## config.mk

```make
export PLATFORM = sky130hd
export DESIGN_NAME = tmr_resync_ctrl
export DESIGN_NICKNAME = d
export VERILOG_FILES = /design/src/rtl/tmr_pkg.sv /design/src/rtl/tmr_voter.sv /design/src/rtl/tmr_resync_ctrl.sv
export SDC_FILE = /design/constraint.sdc
export NUM_CORES = 1
export LEC_CHECK = 0
export ABC_AREA = 1
export CAP_MARGIN = 20
export CORE_UTILIZATION = 40
export DETAILED_ROUTE_END_ITERATION = 12
export GPL_ROUTABILITY_DRIVEN = 1
export SYNTH_ARGS = -nofsm -noshare
export SYNTH_HDL_FRONTEND = slang
export SYNTH_SLANG_ARGS = --single-unit
```

## constraint.sdc

```tcl
create_clock -name i_clk -period 3.9 [get_ports i_clk]
set_clock_uncertainty 0.15 [all_clocks]
set_input_delay 0.975 -clock i_clk [delete_from_list [all_inputs] [get_ports i_clk]]
set_output_delay 0.975 -clock i_clk [all_outputs]
set_load 0.02 [all_outputs]
```

## src/rtl/tmr_pkg.sv

```systemverilog
// Shared types and constants for the TMR resynchronisation controller.
//   state_e : controller FSM states
//   cls_e   : per-cycle replica classification (agree / single / multi)
//   LANE_*  : lane indices; LANE_MULTI marks "no two replicas equal"
//   lane_onehot() : lane index to one-hot load strobe
package tmr_pkg;

    typedef enum logic [2:0] {
        ST_MONITOR = 3'd0,
        ST_CONFIRM = 3'd1,
        ST_LOAD    = 3'd2,
        ST_CHECK   = 3'd3,
        ST_FAULT   = 3'd4
    } state_e;

    typedef enum logic [1:0] {
        CLS_AGREE  = 2'd0,
        CLS_SINGLE = 2'd1,
        CLS_MULTI  = 2'd2
    } cls_e;

    localparam logic [1:0] LANE_A     = 2'd0;
    localparam logic [1:0] LANE_B     = 2'd1;
    localparam logic [1:0] LANE_C     = 2'd2;
    localparam logic [1:0] LANE_MULTI = 2'd3;

    // LANE_MULTI (or anything else) maps to no strobe at all.
    function automatic logic [2:0] lane_onehot(input logic [1:0] lane);
        logic [2:0] oh;
        case (lane)
            LANE_A:  oh = 3'b001;
            LANE_B:  oh = 3'b010;
            LANE_C:  oh = 3'b100;
            default: oh = 3'b000;
        endcase
        return oh;
    endfunction

endpackage

```

## src/rtl/tmr_voter.sv

```systemverilog
// Combinational 2-of-3 voter and replica classifier.
//   i_a/i_b/i_c : replica counts (lanes 0/1/2)
//   o_voted     : bitwise majority
//   o_cls       : AGREE, SINGLE (exactly one lane differs) or MULTI
//   o_lane      : divergent lane for SINGLE, LANE_MULTI for MULTI, LANE_A for AGREE
module tmr_voter
    import tmr_pkg::*;
#(
    parameter int WIDTH = 2
) (
    input  logic [WIDTH-1:0] i_a,
    input  logic [WIDTH-1:0] i_b,
    input  logic [WIDTH-1:0] i_c,
    output logic [WIDTH-1:0] o_voted,
    output cls_e             o_cls,
    output logic [1:0]       o_lane
);

    logic ab_eq_s;
    logic ac_eq_s;
    logic bc_eq_s;

    // Majority vote and pairwise-equality based classification.
    always_comb begin
        o_voted = (i_a & i_b) | (i_a & i_c) | (i_b & i_c);
        ab_eq_s = (i_a == i_b);
        ac_eq_s = (i_a == i_c);
        bc_eq_s = (i_b == i_c);
        o_cls   = CLS_AGREE;
        o_lane  = LANE_A;
        if (ab_eq_s && bc_eq_s) begin
            o_cls  = CLS_AGREE;
            o_lane = LANE_A;
        end else if (ab_eq_s) begin
            o_cls  = CLS_SINGLE;
            o_lane = LANE_C;
        end else if (ac_eq_s) begin
            o_cls  = CLS_SINGLE;
            o_lane = LANE_B;
        end else if (bc_eq_s) begin
            o_cls  = CLS_SINGLE;
            o_lane = LANE_A;
        end else begin
            o_cls  = CLS_MULTI;
            o_lane = LANE_MULTI;
        end
    end

endmodule

```

## src/rtl/tmr_resync_ctrl.sv

```systemverilog
// Majority-vote and resynchronisation controller for a triplicated counter.
//   i_clk, i_rst_n          : clock, async active-low reset
//   i_en                    : enables mismatch detection
//   i_count_a/b/c           : replica counts, lanes 0/1/2
//   i_clr_fault             : leaves the sticky FAULT state
//   o_voted                 : combinational 2-of-3 majority
//   o_load / o_load_val     : one-hot reload strobe and value for the repaired lane
//   o_busy                  : high while confirming or repairing
//   o_fault / o_fault_lane  : sticky fault and the faulted lane (3 = uncorrectable)
//   o_resync_count          : saturating count of issued LOAD cycles
module tmr_resync_ctrl
    import tmr_pkg::*;
#(
    parameter int WIDTH     = 2,
    parameter int CONFIRM   = 2,
    parameter int MAX_RETRY = 3
) (
    input  logic             i_clk,
    input  logic             i_rst_n,
    input  logic             i_en,
    input  logic [WIDTH-1:0] i_count_a,
    input  logic [WIDTH-1:0] i_count_b,
    input  logic [WIDTH-1:0] i_count_c,
    input  logic             i_clr_fault,
    output logic [WIDTH-1:0] o_voted,
    output logic [2:0]       o_load,
    output logic [WIDTH-1:0] o_load_val,
    output logic             o_busy,
    output logic             o_fault,
    output logic [1:0]       o_fault_lane,
    output logic [7:0]       o_resync_count
);

    localparam int CW = $clog2(CONFIRM + 1);
    localparam int RW = $clog2(MAX_RETRY + 1);
    localparam logic [CW-1:0] CONFIRM_C   = CW'(CONFIRM);
    localparam logic [RW-1:0] MAX_RETRY_C = RW'(MAX_RETRY);

    cls_e              cls_s;
    logic [1:0]        lane_s;

    state_e            state_q, state_d;
    cls_e              cls_q, cls_d;
    logic [1:0]        lane_q, lane_d;
    logic [CW-1:0]     cnt_q, cnt_d;
    logic [RW-1:0]     retry_q, retry_d;
    logic [7:0]        resync_q, resync_d;
    logic [1:0]        fault_lane_q, fault_lane_d;

    tmr_voter #(.WIDTH(WIDTH)) u_voter (
        .i_a     (i_count_a),
        .i_b     (i_count_b),
        .i_c     (i_count_c),
        .o_voted (o_voted),
        .o_cls   (cls_s),
        .o_lane  (lane_s)
    );

    // State and bookkeeping registers.
    always_ff @(posedge i_clk or negedge i_rst_n) begin
        if (!i_rst_n) begin
            state_q      <= ST_MONITOR;
            cls_q        <= CLS_AGREE;
            lane_q       <= LANE_A;
            cnt_q        <= '0;
            retry_q      <= '0;
            resync_q     <= 8'd0;
            fault_lane_q <= LANE_A;
        end else begin
            state_q      <= state_d;
            cls_q        <= cls_d;
            lane_q       <= lane_d;
            cnt_q        <= cnt_d;
            retry_q      <= retry_d;
            resync_q     <= resync_d;
            fault_lane_q <= fault_lane_d;
        end
    end

    // Next-state logic for the confirm/repair/fault sequence.
    always_comb begin
        state_d      = state_q;
        cls_d        = cls_q;
        lane_d       = lane_q;
        cnt_d        = cnt_q;
        retry_d      = retry_q;
        resync_d     = resync_q;
        fault_lane_d = fault_lane_q;
        case (state_q)
            ST_MONITOR: begin
                if (i_en && (cls_s != CLS_AGREE)) begin
                    cls_d  = cls_s;
                    lane_d = lane_s;
                    cnt_d  = CW'(1);
                    if (CONFIRM_C == CW'(1)) begin
                        if (cls_s == CLS_MULTI) begin
                            state_d      = ST_FAULT;
                            fault_lane_d = LANE_MULTI;
                        end else begin
                            state_d = ST_LOAD;
                        end
                    end else begin
                        state_d = ST_CONFIRM;
                    end
                end else begin
                    state_d = ST_MONITOR;
                end
            end
            ST_CONFIRM: begin
                if (!i_en || (cls_s == CLS_AGREE)) begin
                    state_d = ST_MONITOR;
                end else if ((cls_s != cls_q) || (lane_s != lane_q)) begin
                    // A different lane diverging counts as a new event.
                    cls_d  = cls_s;
                    lane_d = lane_s;
                    cnt_d  = CW'(1);
                end else if ((cnt_q + CW'(1)) == CONFIRM_C) begin
                    cnt_d = cnt_q + CW'(1);
                    if (cls_q == CLS_MULTI) begin
                        state_d      = ST_FAULT;
                        fault_lane_d = LANE_MULTI;
                    end else begin
                        state_d = ST_LOAD;
                    end
                end else begin
                    cnt_d = cnt_q + CW'(1);
                end
            end
            ST_LOAD: begin
                retry_d  = retry_q + RW'(1);
                resync_d = (resync_q == 8'hFF) ? resync_q : (resync_q + 8'd1);
                state_d  = ST_CHECK;
            end
            ST_CHECK: begin
                if (cls_s == CLS_AGREE) begin
                    state_d = ST_MONITOR;
                    retry_d = '0;
                end else if (retry_q == MAX_RETRY_C) begin
                    state_d      = ST_FAULT;
                    fault_lane_d = lane_q;
                end else begin
                    state_d = ST_LOAD;
                end
            end
            ST_FAULT: begin
                if (i_clr_fault) begin
                    state_d = ST_MONITOR;
                    retry_d = '0;
                end else begin
                    state_d = ST_FAULT;
                end
            end
            default: begin
                state_d = ST_MONITOR;
            end
        endcase
    end

    // Moore outputs; the reload value anticipates the healthy lanes' increment.
    always_comb begin
        o_busy         = (state_q == ST_CONFIRM) || (state_q == ST_LOAD) ||
                         (state_q == ST_CHECK);
        o_fault        = (state_q == ST_FAULT);
        o_fault_lane   = fault_lane_q;
        o_resync_count = resync_q;
        if (state_q == ST_LOAD) begin
            o_load     = lane_onehot(lane_q);
            o_load_val = o_voted + WIDTH'(1);
        end else begin
            o_load     = 3'b000;
            o_load_val = '0;
        end
    end

endmodule

```

==> flow_summary.ini, run 1 <==
[floorplanning]
dieWidth_um = 62.21
dieArea_sq_um = 3870
start_util = 0.4245
die_y_um = 62.21
num_rows = 21
io-pin-count = 29
core-area_sq_um = 3416

[detailed_routing]
routed_wl_um = 3000
detail_route.iter0.violations = 81
postRouteAntennaNets = 0
via_per_inst = 4.803
first_pass_iters = 4
post-route-drc-count = 0
vias = 1268
routedWlPerCell_um = 11.36

[synth]
ys.flop_type = dfrtp_1
synth_nets = 204
syn_area_sq_um = 1450
ys_async_sr_fraction = 1.000
synthTopCellsByCount = 41 x nand2_1, 23 x inv_1, 21 x dfrtp_1
synth_area_per_cell_sq_um = 7.839
yosys.area.top_type = dfrtp_1
ys_ff_latch = 21
synthMostInstantiatedCell = nand2_1
synth_cell_types = 28
seq_area_frac_synth = 0.3624
synth.area.top_cells = dfrtp_1 36%, nand2_1 11%, ha_1 7.8%
yosys.area.top_type_share = 0.3624
synth_warnings = 0
synth_edf_count = 0
synthCells = 185

[power]
sw_frac_of_total = 0.4633
pwr-share-seq = 0.352
p_int_uw = 606.5
p_sw_uw = 523.6
power_density_nw_per_um2 = 617.4
leakage_nw = 0.8983
p_clk_frac = 0.090
p_comb_frac = 0.559
vdd_drop_max_mv = 0.2895

[placed_design]
dp_hpwl_um = 2392
numPortBuffers = 28
place_congestion = 0.8568

[clocking]
clock_latency_ns = 0.30
h-tree-depth = 1
hold_buffers = 0
clockBufferDepth = 2
clock-sinks = 21
root_buffer = clkbuf_4
cts.clk_slew.worst_paths_ns = 0.11
cts_made_buffers = 3
cts_tree = yes

[worst_setup_path]
worstPathArrival_ns = 2.59
worst_setup_path_start_kind = primary input
crit_type = in -> out
endpoint_kind = output pin
critPathMaxFanout = 3
required_ns = 2.77

[layout]
layout.nets = 238
postLayoutCoreUtil = 0.5359
n_antenna_cell = 0
drive_above_1_share = 0.1789
area_growth_pct = 26.23

[global_routing]
antenna_found_initial = 0
grt_pass1_wl_um = 5554
grt_pass1_vias = 1229
overflow = 0
grt_max_degree = 22
grt_usage = 0.1759

[timing]
hold_violations = 0
tightest_slew_ns = 0.3903
finalMaxSlewViolations = 0
period_needed_ns = 3.715
rsz0062_at_grt = no
maxSlewHeadroom = 0.7390
fmax_ghz = 0.2692
finalSetupViolCount = 0
setup-tns-final_ns = 0
fin_crit_sh = 0.9525

[job]
cap_violations = 0

[outcome]
outcome = finished clean

[worst_hold_path]
min_path_type = reg -> reg
[cell usage in the layout (no fill, tap or decap), types with 2 or more instances in the layout]
master,count
clkdlybuf4s50_1,26
ha_1,9
or3_1,2
nand3_1,12
clkbuf_4,3
dfrtp_1,21
nor2_1,19
inv_1,23
nand2_2,10
o21ai_0,4
nor2_2,4
xor2_1,6
inv_2,6
nand2_4,2
nor2_4,3
o21ai_1,2
o22ai_1,2
nor3_1,3
nand3_2,6
nand2_1,41
[worst paths after layout]
kind                                             start                            end  slack (ns)  cells after the start
max                                       i_count_a[0]                     o_voted[0]        0.19                      4
min                        o_fault_lane[0]$_DFFE_PN0P_    o_fault_lane[0]$_DFFE_PN0P_        0.33                      2
max reg2reg                     state_q[2]$_DFFE_PN0P_    o_fault_lane[1]$_DFFE_PN0P_        2.21                      8
min reg2reg                o_fault_lane[0]$_DFFE_PN0P_    o_fault_lane[0]$_DFFE_PN0P_        0.33                      2
max in group asynchronous                      i_rst_n  o_resync_count[0]$_DFFE_PN0P_        2.37                      2
min in group asynchronous                      i_rst_n         retry_q[0]$_DFFE_PN0P_        0.80                      1
[sequential cells by signal, indices dropped and copies added, names as in the netlist]
register,count
cnt_q,2
state_q,3
retry_q,2
lane_q,2
o_fault_lane,2
cls_q,2
o_resync_count,8
[kinds of logic after synthesis]
kind of cell,after synthesis,synth area share
simple gates,106,0.3840
buf+inv,29,0.07506
flops,21,0.3624
compound gates,12,0.05091
fa+ha+maj,9,0.07765
xor+xnor,7,0.04228
mux,1,0.007765
[timing repair]
action | in CTS | in global routing
resized for setup | 1 | 1
setup endpoints to repair | 1 | 1
buffers inserted | 0 | 0
[layer usage]
| metal | track usage | vias up | share of wire |
|---|---|---|---|
| met4 | 0.02616 | 0 | 0.0057 |
| met2 | 0.3036 | 25 | 0.47 |
| li1 | - | 656 | - |
| met3 | 0.03493 | 2 | 0.038 |
| met5 | 0 | - | 0 |
| met1 | 0.2315 | 585 | 0.48 |
[worst max-delay path, stage by stage]
cell and delay [ns]:
clkdlybuf4s50_1 0.44, ha_1 0.20, or3_1 0.42, clkdlybuf4s50_1 0.56
[power by group through the flow]
| stage | logic [mW] | registers (mW) | clock network [mW] |
|---|---|---|---|
| finish | 0.631 | 0.397 | 0.101 |
| global route | 0.711 | 0.416 | 0.121 |
| CTS | 0.634 | 0.399 | 0.109 |
| detailed placement | 0.633 | 0.404 | 0 |
| global placement | 0.620 | 0.395 | 0 |
| floorplan | 0.396 | 0.426 | 0 |
[final cells by class]
class,count,area (sq um)
flip-flops and latches,21,525.5
repair buffers,29,296.5
fillers,340,1585
multi-input cells,135,815.8
clock buffers,4,26.28
well taps,46,57.56
inverters,29,108.9
[metrics by stage]
stage / power [mW] / cell area [sq um] / hold WS, ns / cells / setup WS (ns)
after CTS: 1.142 / 1813 / 0.3390 / 263 / 0.02268
after detailed placement: 1.036 / 1788 / 0.3106 / 259 / -0.09607
after global routing: 1.248 / 1831 / 0.3672 / 264 / 0.1033
after global placement: 1.016 / 1788 / 0.3067 / 259 / -0.05812
final: 1.130 / 1831 / 0.3332 / 264 / 0.1853
after floorplan: 0.8217 / 1450 / 0.3127 / 185 / 0.6761
Power figures use the tool's default switching activity.
==> run 2, diff against run 1 <==
- CORE_UTILIZATION: 40 -> 55
- PLACE_DENSITY: unset -> 0.84
==> run 2 against run 1 <==
  * Sequential cell count unchanged
  * Cell area down 1.8%
  * Sequential power about the same
  * Final cell count down 6.4%
  * Via count up 3.0%
  * Critical path type unchanged
  * Largest power group unchanged
==> flow_summary.ini, run 2 (same netlist as run 1, synthesis figures left out) <==
[layout]
area_growth_pct = 23.90
largest_register_ffs = 8
n_antenna_cell = 0
n_fill_cell = 197
final_common_cell = nand2_1
final_cell_mix = 41 x nand2_1, 26 x clkdlybuf4s50_1, 23 x inv_1
layout.nets = 237
drive_above_1_share = 0.1797

[timing]
setup_slack_ns = 0.1895
finalMaxSlewViolations = 0
period_needed_ns = 3.710
tightest_slew_ns = 0.9381
fmax_ghz = 0.2695
hold_violations = 0
finalSetupViolCount = 0
fin_crit_sh = 0.9514
rsz0062_at_grt = no
hold_ws_ns = 0.3331
maxSlewHeadroom = 0.3726

[worst_setup_path]
rr_worst_depth = 6
crit_type = in -> out
endpoint_kind = output pin
worst_setup_path_start_kind = primary input
r2r_end = o_resync_count[1]$_DFFE_PN0P_
required_ns = 2.77
rrSetupSlack_ns = 2.22
worstPathArrival_ns = 2.59
r2r_start = o_resync_count[1]$_DFFE_PN0P_
critPathMaxFanout = 3

[power]
leakage_nw = 0.8936
vdd_drop_max_mv = 0.4438
power_density_nw_per_um2 = 632.4

[clocking]
h-tree-depth = 1
clock_latency_ns = 0.30
cts.clk_slew.worst_paths_ns = 0.11
root_buffer = clkbuf_4
clock-sinks = 21
clockBufferDepth = 2
cts_tree = yes
cts_made_buffers = 3
cts_setup_buffers = 0

[detailed_routing]
postRouteAntennaNets = 0
routed_wl_um = 3038
vias = 1306
routedWlPerCell_um = 12.30
post-route-drc-count = 0
via_per_inst = 5.287
first_pass_iters = 5
detail_route.iter0.violations = 35

[global_routing]
overflow = 0
grt_max_degree = 22
antenna_found_initial = 0
grt_usage = 0.2543
grt_pass1_vias = 1219
grt_pass1_wl_um = 5216

[floorplanning]
core-area_sq_um = 2477
start_util = 0.5854
die_y_um = 53.35
num_rows = 18
io-pin-count = 29
dieArea_sq_um = 2846
dieWidth_um = 53.35

[placed_design]
dp_hpwl_um = 2477
place_congestion = 0.8921
preCtsSetupSlack_ns = -0.08906
numPortBuffers = 28

[job]
cap_violations = 0

[outcome]
outcome = finished clean

[worst_hold_path]
hp-start = o_fault_lane[1]$_DFFE_PN0P_
hold_depth = 2
holdPathEnd = o_fault_lane[1]$_DFFE_PN0P_
min_path_type = reg -> reg
-- run 2: final cells by class --
type | count | area (sq um) | share of cell area
multi-input cells | 135 | 815.8 | 0.4540
flip-flops and latches | 21 | 525.5 | 0.2925
repair buffers | 28 | 281.5 | 0.1567
inverters | 29 | 108.9 | 0.06058
well taps | 30 | 37.54 | 0.02089
clock buffers | 3 | 22.52 | 0.01253
clock inverters | 1 | 5.005 | 0.002786
-- run 2: how the worst max path moves through the flow --
| stage | start | end | slack (ns) | cells past startpoint |
|---|---|---|---|---|
| 6_report | i_count_a[0] | o_voted[0] | 0.19 | 4 |
| 5_1_grt | i_count_a[1] | o_load_val[1] | 0.11 | 6 |
| 3_5_place_dp | i_count_a[1] | o_load_val[1] | -0.09 | 6 |
| 2_1_floorplan | i_count_a[0] | o_load_val[1] | 0.68 | 4 |
| 4_1_cts | i_count_a[0] | o_load_val[0] | 0.03 | 5 |
| 3_3_place_gp | i_count_a[0] | o_load_val[1] | -0.05 | 6 |
-- run 2: report_power, final --
group	total, mW	switching, mW	internal [mW]
clock network	0.106	0.0680	0.0382
registers	0.397	0.0958	0.302
logic	0.633	0.369	0.264
-- run 2: through the flow --
| step | setup TNS (ns) | cells | total power [mW] | utilization | instance area [sq um] |
|---|---|---|---|---|---|
| 6_report | 0 | 247 | 1.136 | 0.7253 | 1797 |
| 5_1_grt | 0 | 247 | 1.241 | 0.7253 | 1797 |
| 4_1_cts | 0 | 247 | 1.142 | 0.7242 | 1794 |
| 3_5_place_dp | -0.08906 | 243 | 1.035 | 0.7136 | 1768 |
| 3_3_place_gp | -0.04961 | 243 | 1.007 | 0.7136 | 1768 |
| 2_1_floorplan | 0 | 185 | 0.8217 | - | 1450 |
-- run 2: routing by layer --
metal  vias to the layer above  part of all wire  track usage
met3                         6             0.057      0.02586
met1                       604              0.41       0.3322
met4                         0             0.016      0.09649
met2                        42              0.51       0.4250
met5                         -                 0            0
li1                        654                 -            -
-- run 2: timing repair --
action,CTS,global route
endpoints found under the setup margin,1,1
hold buffers,0,0
hold endpoints to repair,0,0
gates resized for setup,1,1
-- run 2: worst max-delay path, stage by stage --
cell,delay (ns)
clkdlybuf4s50_1,0.43
ha_1,0.20
or3_1,0.42
clkdlybuf4s50_1,0.56
